### config.mk
export PLATFORM = sky130hd
export DESIGN_NAME = periodic_update_gen
export DESIGN_NICKNAME = d
export VERILOG_FILES = /design/src/rtl/periodic_update_gen.sv
export SDC_FILE = /design/constraint.sdc
export NUM_CORES = 1
export LEC_CHECK = 0
export ABC_CLOCK_PERIOD_IN_PS = 1900
export BUFFER_PORTS_ARGS = -buffer_cell sky130_fd_sc_hd__buf_2
export CAP_MARGIN = 40
export CORE_ASPECT_RATIO = 0.75
export CORE_MARGIN = 5
export CORE_UTILIZATION = 30
export CTS_CLUSTER_DIAMETER = 60
export DETAILED_ROUTE_END_ITERATION = 10
export HOLD_SLACK_MARGIN = 0.12
export PLACE_DENSITY_LB_ADDON = 0.2
export SKIP_CTS_REPAIR_TIMING = 1
export SLEW_MARGIN = 40
export SYNTH_ARGS = -nofsm -noshare
export SYNTH_HDL_FRONTEND = slang
export SYNTH_SLANG_ARGS = --single-unit
### constraint.sdc
create_clock -name clk -period 1.9 [get_ports clk]
set_clock_uncertainty 0.1 [all_clocks]
set_input_delay 0.095 -clock clk [delete_from_list [all_inputs] [get_ports clk]]
set_output_delay 0.095 -clock clk [all_outputs]
set_load 0.02 [all_outputs]
### src/rtl/periodic_update_gen.sv
// periodic_update_gen
//
// Periodic register updater used as a pattern source. `value` is rewritten
// once every PERIOD enabled clock cycles using the operation selected by
// `mode`. A synchronous load restarts the period, and every applied update
// raises `tick` for one cycle and bumps `upd_count`.
//
// Ports:
//   clk        rising-edge clock
//   reset      synchronous active-high reset (beats load)
//   en         advance the period prescaler
//   mode       00 invert, 01 increment, 10 rotate-left, 11 hold
//   load       synchronous load of load_val, restarts the period
//   load_val   value written on load
//   value      current register value
//   tick       one-cycle pulse after an update has been applied
//   upd_count  updates since reset, wraps modulo 2^CNT_W
module periodic_update_gen #(
  parameter int               WIDTH     = 4,
  parameter int               PERIOD    = 10,
  parameter logic [WIDTH-1:0] RESET_VAL = 4'h5,
  parameter int               CNT_W     = 8
) (
  input  logic             clk,
  input  logic             reset,
  input  logic             en,
  input  logic [1:0]       mode,
  input  logic             load,
  input  logic [WIDTH-1:0] load_val,
  output logic [WIDTH-1:0] value,
  output logic             tick,
  output logic [CNT_W-1:0] upd_count
);

  // A one-bit prescaler is kept even for PERIOD==1 so the vector is legal;
  // in that case LAST is 0 and every enabled cycle is an update cycle.
  localparam int PW = (PERIOD > 1) ? $clog2(PERIOD) : 1;
  localparam logic [PW-1:0] LAST = PW'(PERIOD - 1);

  logic [PW-1:0]    phase;
  logic [WIDTH-1:0] rot_val;
  logic [WIDTH-1:0] next_val;

  // Rotation of a single bit is the identity; the slice form would be illegal.
  generate
    if (WIDTH == 1) begin : g_rot1
      assign rot_val = value;
    end else begin : g_rotn
      assign rot_val = {value[WIDTH-2:0], value[WIDTH-1]};
    end
  endgenerate

  // Mode only matters in the update cycle, so it is decoded combinationally
  // and consumed solely when the prescaler wraps.
  always_comb begin
    next_val = value;
    case (mode)
      2'b00:   next_val = ~value;
      2'b01:   next_val = value + WIDTH'(1);
      2'b10:   next_val = rot_val;
      default: next_val = value;
    endcase
  end

  always_ff @(posedge clk) begin
    if (reset) begin
      value     <= RESET_VAL;
      phase     <= '0;
      tick      <= 1'b0;
      upd_count <= '0;
    end else if (load) begin
      // Load overrides a coinciding update: no tick, no count.
      value <= load_val;
      phase <= '0;
      tick  <= 1'b0;
    end else if (en) begin
      if (phase == LAST) begin
        value     <= next_val;
        phase     <= '0;
        tick      <= 1'b1;
        upd_count <= upd_count + CNT_W'(1);
      end else begin
        phase <= phase + PW'(1);
        tick  <= 1'b0;
      end
    end else begin
      tick <= 1'b0;
    end
  end

endmodule

==> run_summary.xml <==
<?xml version="1.0" encoding="UTF-8"?>
<metrics>
  <group name="synthesis">
    <metric name="async_flop_share" unit="%">0</metric>
    <metric name="synth_top_cell_by_area" unit="">dfxtp_1</metric>
    <metric name="avgSynthCellArea" unit="um^2">8.69</metric>
    <metric name="yosysSeqAreaShare" unit="%">35.6</metric>
    <metric name="number_of_synthesized_flops_with_an_enable_pin" unit="">0</metric>
    <metric name="synthesis.nets" unit="">125</metric>
    <metric name="yosys.cell_types.count" unit="">35</metric>
    <metric name="synth-main-ff-cell" unit="">dfxtp_1</metric>
    <metric name="synth_top_cell_area_share" unit="%">35.6</metric>
    <metric name="netlist_top_cells_area" unit="">dfxtp_1 36%, ha_1 6.5%, a21oi_1 4.2%, mux2i_1 4.2%, nor2_1 3.5%</metric>
    <metric name="post-synth-top-count-cell" unit="">dfxtp_1</metric>
    <metric name="synthTopCellsByCount" unit="">17 x dfxtp_1, 9 x nor2_1, 8 x a21oi_1</metric>
    <metric name="syn-instance-count" unit="">110</metric>
    <metric name="post_synth_instance_area" unit="um^2">956</metric>
    <metric name="synth_warnings" unit="">0</metric>
    <metric name="register_bit_count_reported_by_yosys" unit="">17</metric>
  </group>
  <group name="pwr">
    <metric name="total_leakage_power" unit="nW">0.484</metric>
    <metric name="vdd_drop_max" unit="uV">425</metric>
    <metric name="power_density_relative_to_cell_area" unit="nW/um^2">620</metric>
  </group>
  <group name="route">
    <metric name="first_drt_pass_iteration_count" unit="">4</metric>
    <metric name="num_vias" unit="">860</metric>
    <metric name="detail_route.iter0.violations" unit="">22</metric>
    <metric name="viasPerCell" unit="">4.89</metric>
    <metric name="finalWirelength" unit="um">2250</metric>
    <metric name="routed_wl_per_cell" unit="um">12.8</metric>
    <metric name="detail-route-antenna-nets" unit="">0</metric>
    <metric name="drc" unit="">0</metric>
  </group>
  <group name="placed_design">
    <metric name="place_area" unit="um^2">1090</metric>
    <metric name="dpl.hpwl" unit="um">1630</metric>
    <metric name="placed_cells" unit="">167</metric>
    <metric name="io_buffer_count" unit="">22</metric>
    <metric name="gpl.final_weighted_congestion" unit="">0.751</metric>
  </group>
  <group name="clock_network">
    <metric name="clkSlewWorstSetupHoldPaths" unit="ns">0.06</metric>
    <metric name="tritoncts_num_sinks" unit="">17</metric>
    <metric name="worstSkewPairLatency" unit="ns">0.26</metric>
    <metric name="cts-htree-levels" unit="">1</metric>
    <metric name="tritoncts" unit="">yes</metric>
    <metric name="cts-buffers-inserted" unit="">3</metric>
    <metric name="clock-root-buffer" unit="">clkbuf_8</metric>
    <metric name="largest_buffer_count_on_any_clock_path" unit="">2</metric>
  </group>
  <group name="timing">
    <metric name="period_needed" unit="ns">1.71</metric>
    <metric name="max_slew.worst_pin.slew" unit="ns">0.359</metric>
    <metric name="fin_setup_tns" unit="ns">0</metric>
    <metric name="layout_worst_path_cycle_share" unit="%">90.1</metric>
    <metric name="max_freq" unit="MHz">584</metric>
    <metric name="grt_setup_unrepaired" unit="">no</metric>
    <metric name="report.final.hold_viol_count" unit="">0</metric>
    <metric name="slew_margin_rel" unit="%">75.9</metric>
    <metric name="final_max_tran_viols" unit="">0</metric>
    <metric name="setup_viol" unit="">0</metric>
  </group>
  <group name="worst_hold_path">
    <metric name="class_of_the_tightest_hold_or_removal_check" unit="">in -&gt; reg</metric>
    <metric name="hold-path-cell-count" unit="">2</metric>
  </group>
  <group name="setup_path">
    <metric name="arrival" unit="ns">1.80</metric>
    <metric name="timing.critical_path.required" unit="ns">1.99</metric>
    <metric name="sort_of_element_at_the_end_of_the_critical_path" unit="">flip-flop</metric>
    <metric name="setup.worst_path.start_class" unit="">primary input</metric>
    <metric name="reg2regPathDepth" unit="">4</metric>
    <metric name="slowest_cp_cell" unit="">dlygate4sd3_1</metric>
    <metric name="setup.worst_path.class" unit="">in -&gt; reg</metric>
    <metric name="critPathMaxFanout" unit="">6</metric>
    <metric name="crit_path_cell_trace" unit="">dlygate4sd3_1 -&gt; buf_2 -&gt; and3b_1 -&gt; nand4_1 -&gt; or4_1 -&gt; a21oi_1</metric>
    <metric name="critical-path-max-stage-delay" unit="ns">0.52</metric>
  </group>
  <group name="final_layout">
    <metric name="stdcell_count" unit="">176</metric>
    <metric name="fillCellCount" unit="">321</metric>
    <metric name="area_growth" unit="%">24.5</metric>
    <metric name="fraction_of_final_layout_cells_sized_beyond_drive_strength_1" unit="%">22.5</metric>
    <metric name="final-seq-area" unit="um^2">340</metric>
    <metric name="n_antenna_cell" unit="">0</metric>
    <metric name="multiInputGateArea" unit="um^2">574</metric>
    <metric name="finish.net_count" unit="">154</metric>
    <metric name="final_cell_area" unit="um^2">1190</metric>
  </group>
  <group name="job">
    <metric name="maxCapViolations" unit="">0</metric>
  </group>
  <group name="global_routing">
    <metric name="grt_start_max_net_pins" unit="">19</metric>
    <metric name="grt_pass1_vias" unit="">766</metric>
    <metric name="grt_overflow_total" unit="">0</metric>
    <metric name="grt_usage" unit="%">10.7</metric>
    <metric name="grt_pass1_wl" unit="um">3560</metric>
    <metric name="antenna_violations_before_repair" unit="">0</metric>
  </group>
  <group name="floorplanning">
    <metric name="core" unit="um^2">3000</metric>
    <metric name="die_area" unit="um^2">4430</metric>
    <metric name="num_rows" unit="">17</metric>
    <metric name="die-width" unit="um">75.2</metric>
    <metric name="die_height" unit="um">58.9</metric>
    <metric name="pin_count" unit="">23</metric>
    <metric name="initial_utilization" unit="%">31.9</metric>
  </group>
  <group name="run_status">
    <metric name="run_status" unit="">finished, final reports clean</metric>
  </group>
</metrics>
## routing by layer
layer  GRT usage [%]  wire length, um  up-vias
li1                -                -      453
met3            3.92               77        4
met4            5.99               57        0
met5               0                0        -
met2            14.9              971       12
met1            14.2             1140      391
## kinds of logic (layout without fill, tap and decap cells)
family | Yosys count | count (layout) | synth area share [%]
flops | 17 | 17 | 35.6
compound gates | 23 | 23 | 15.1
buf+inv | 8 | 36 | 4.32
fa+ha+maj | 5 | 5 | 6.54
mux | 4 | 4 | 4.19
xor+xnor | 6 | 6 | 5.50
simple gates | 47 | 47 | 28.8
## worst max-delay path: cells and delay by family
family / cells / cell delay (ns)
compound gates: 1 / 0.14
buf+inv: 2 / 0.65
simple gates: 3 / 0.90
## report_power, final
| group | switching, mW | internal [mW] | leakage (nW) |
|---|---|---|---|
| registers | 0.0122 | 0.364 | 0.138 |
| logic | 0.0508 | 0.0411 | 0.323 |
| clock network | 0.121 | 0.149 | 0.0228 |
| total | 0.184 | 0.554 | 0.484 |
## state kept, by name (all words and copies together), names as in the netlist
name and flops:
phase 4, tick 1, upd_count 8, value 4
## layout make-up
type	count	area share, %
well taps	38	4.00
repair buffers	28	14.1
clock buffers	4	3.79
inverters	4	1.26
flip-flops and latches	17	28.6
multi-input cells	85	48.3
## worst paths after layout
kind | start | to | slack (ns)
min | reset | upd_count[1] | 0.11
min reg2reg | upd_count[7] | upd_count[7] | 0.38
max | en | upd_count[7] | 0.19
max reg2reg | phase[1] | value[1] | 0.19
## cells in the final DEF, fill, tap and decap left out, drive strengths merged, types with 2 or more instances in the layout
master / Yosys / final
nor2b: 2 / 2
o31ai: 2 / 2
nor3b: 3 / 3
buf: 2 / 23
o311ai: 2 / 2
xnor2: 3 / 3
nor2: 9 / 9
ha: 5 / 5
xor2: 3 / 3
nand3b: 2 / 2
nor3: 6 / 6
dlygate4sd3: 0 / 5
dfxtp: 17 / 17
o21ai: 6 / 6
inv: 4 / 4
nor4: 2 / 2
or3: 2 / 2
nand2: 6 / 6
a21oi: 8 / 8
mux2i: 4 / 4
a21boi: 2 / 2
nand3: 6 / 6
clkbuf: 2 / 4
nand4: 3 / 3
## stage by stage
stage	utilization, %	hold WS (ns)	total power, mW	setup WS [ns]
after detailed placement	36.5	0.212	0.468	0.208
after global routing	39.7	0.130	0.773	0.100
final	39.7	0.109	0.738	0.189
after CTS	38.0	-0.0563	0.744	0.197
after floorplan	-	0.115	0.441	0.311
after global placement	36.5	0.212	0.465	0.239
No activity file was read; power rests on OpenSTA's default activity.
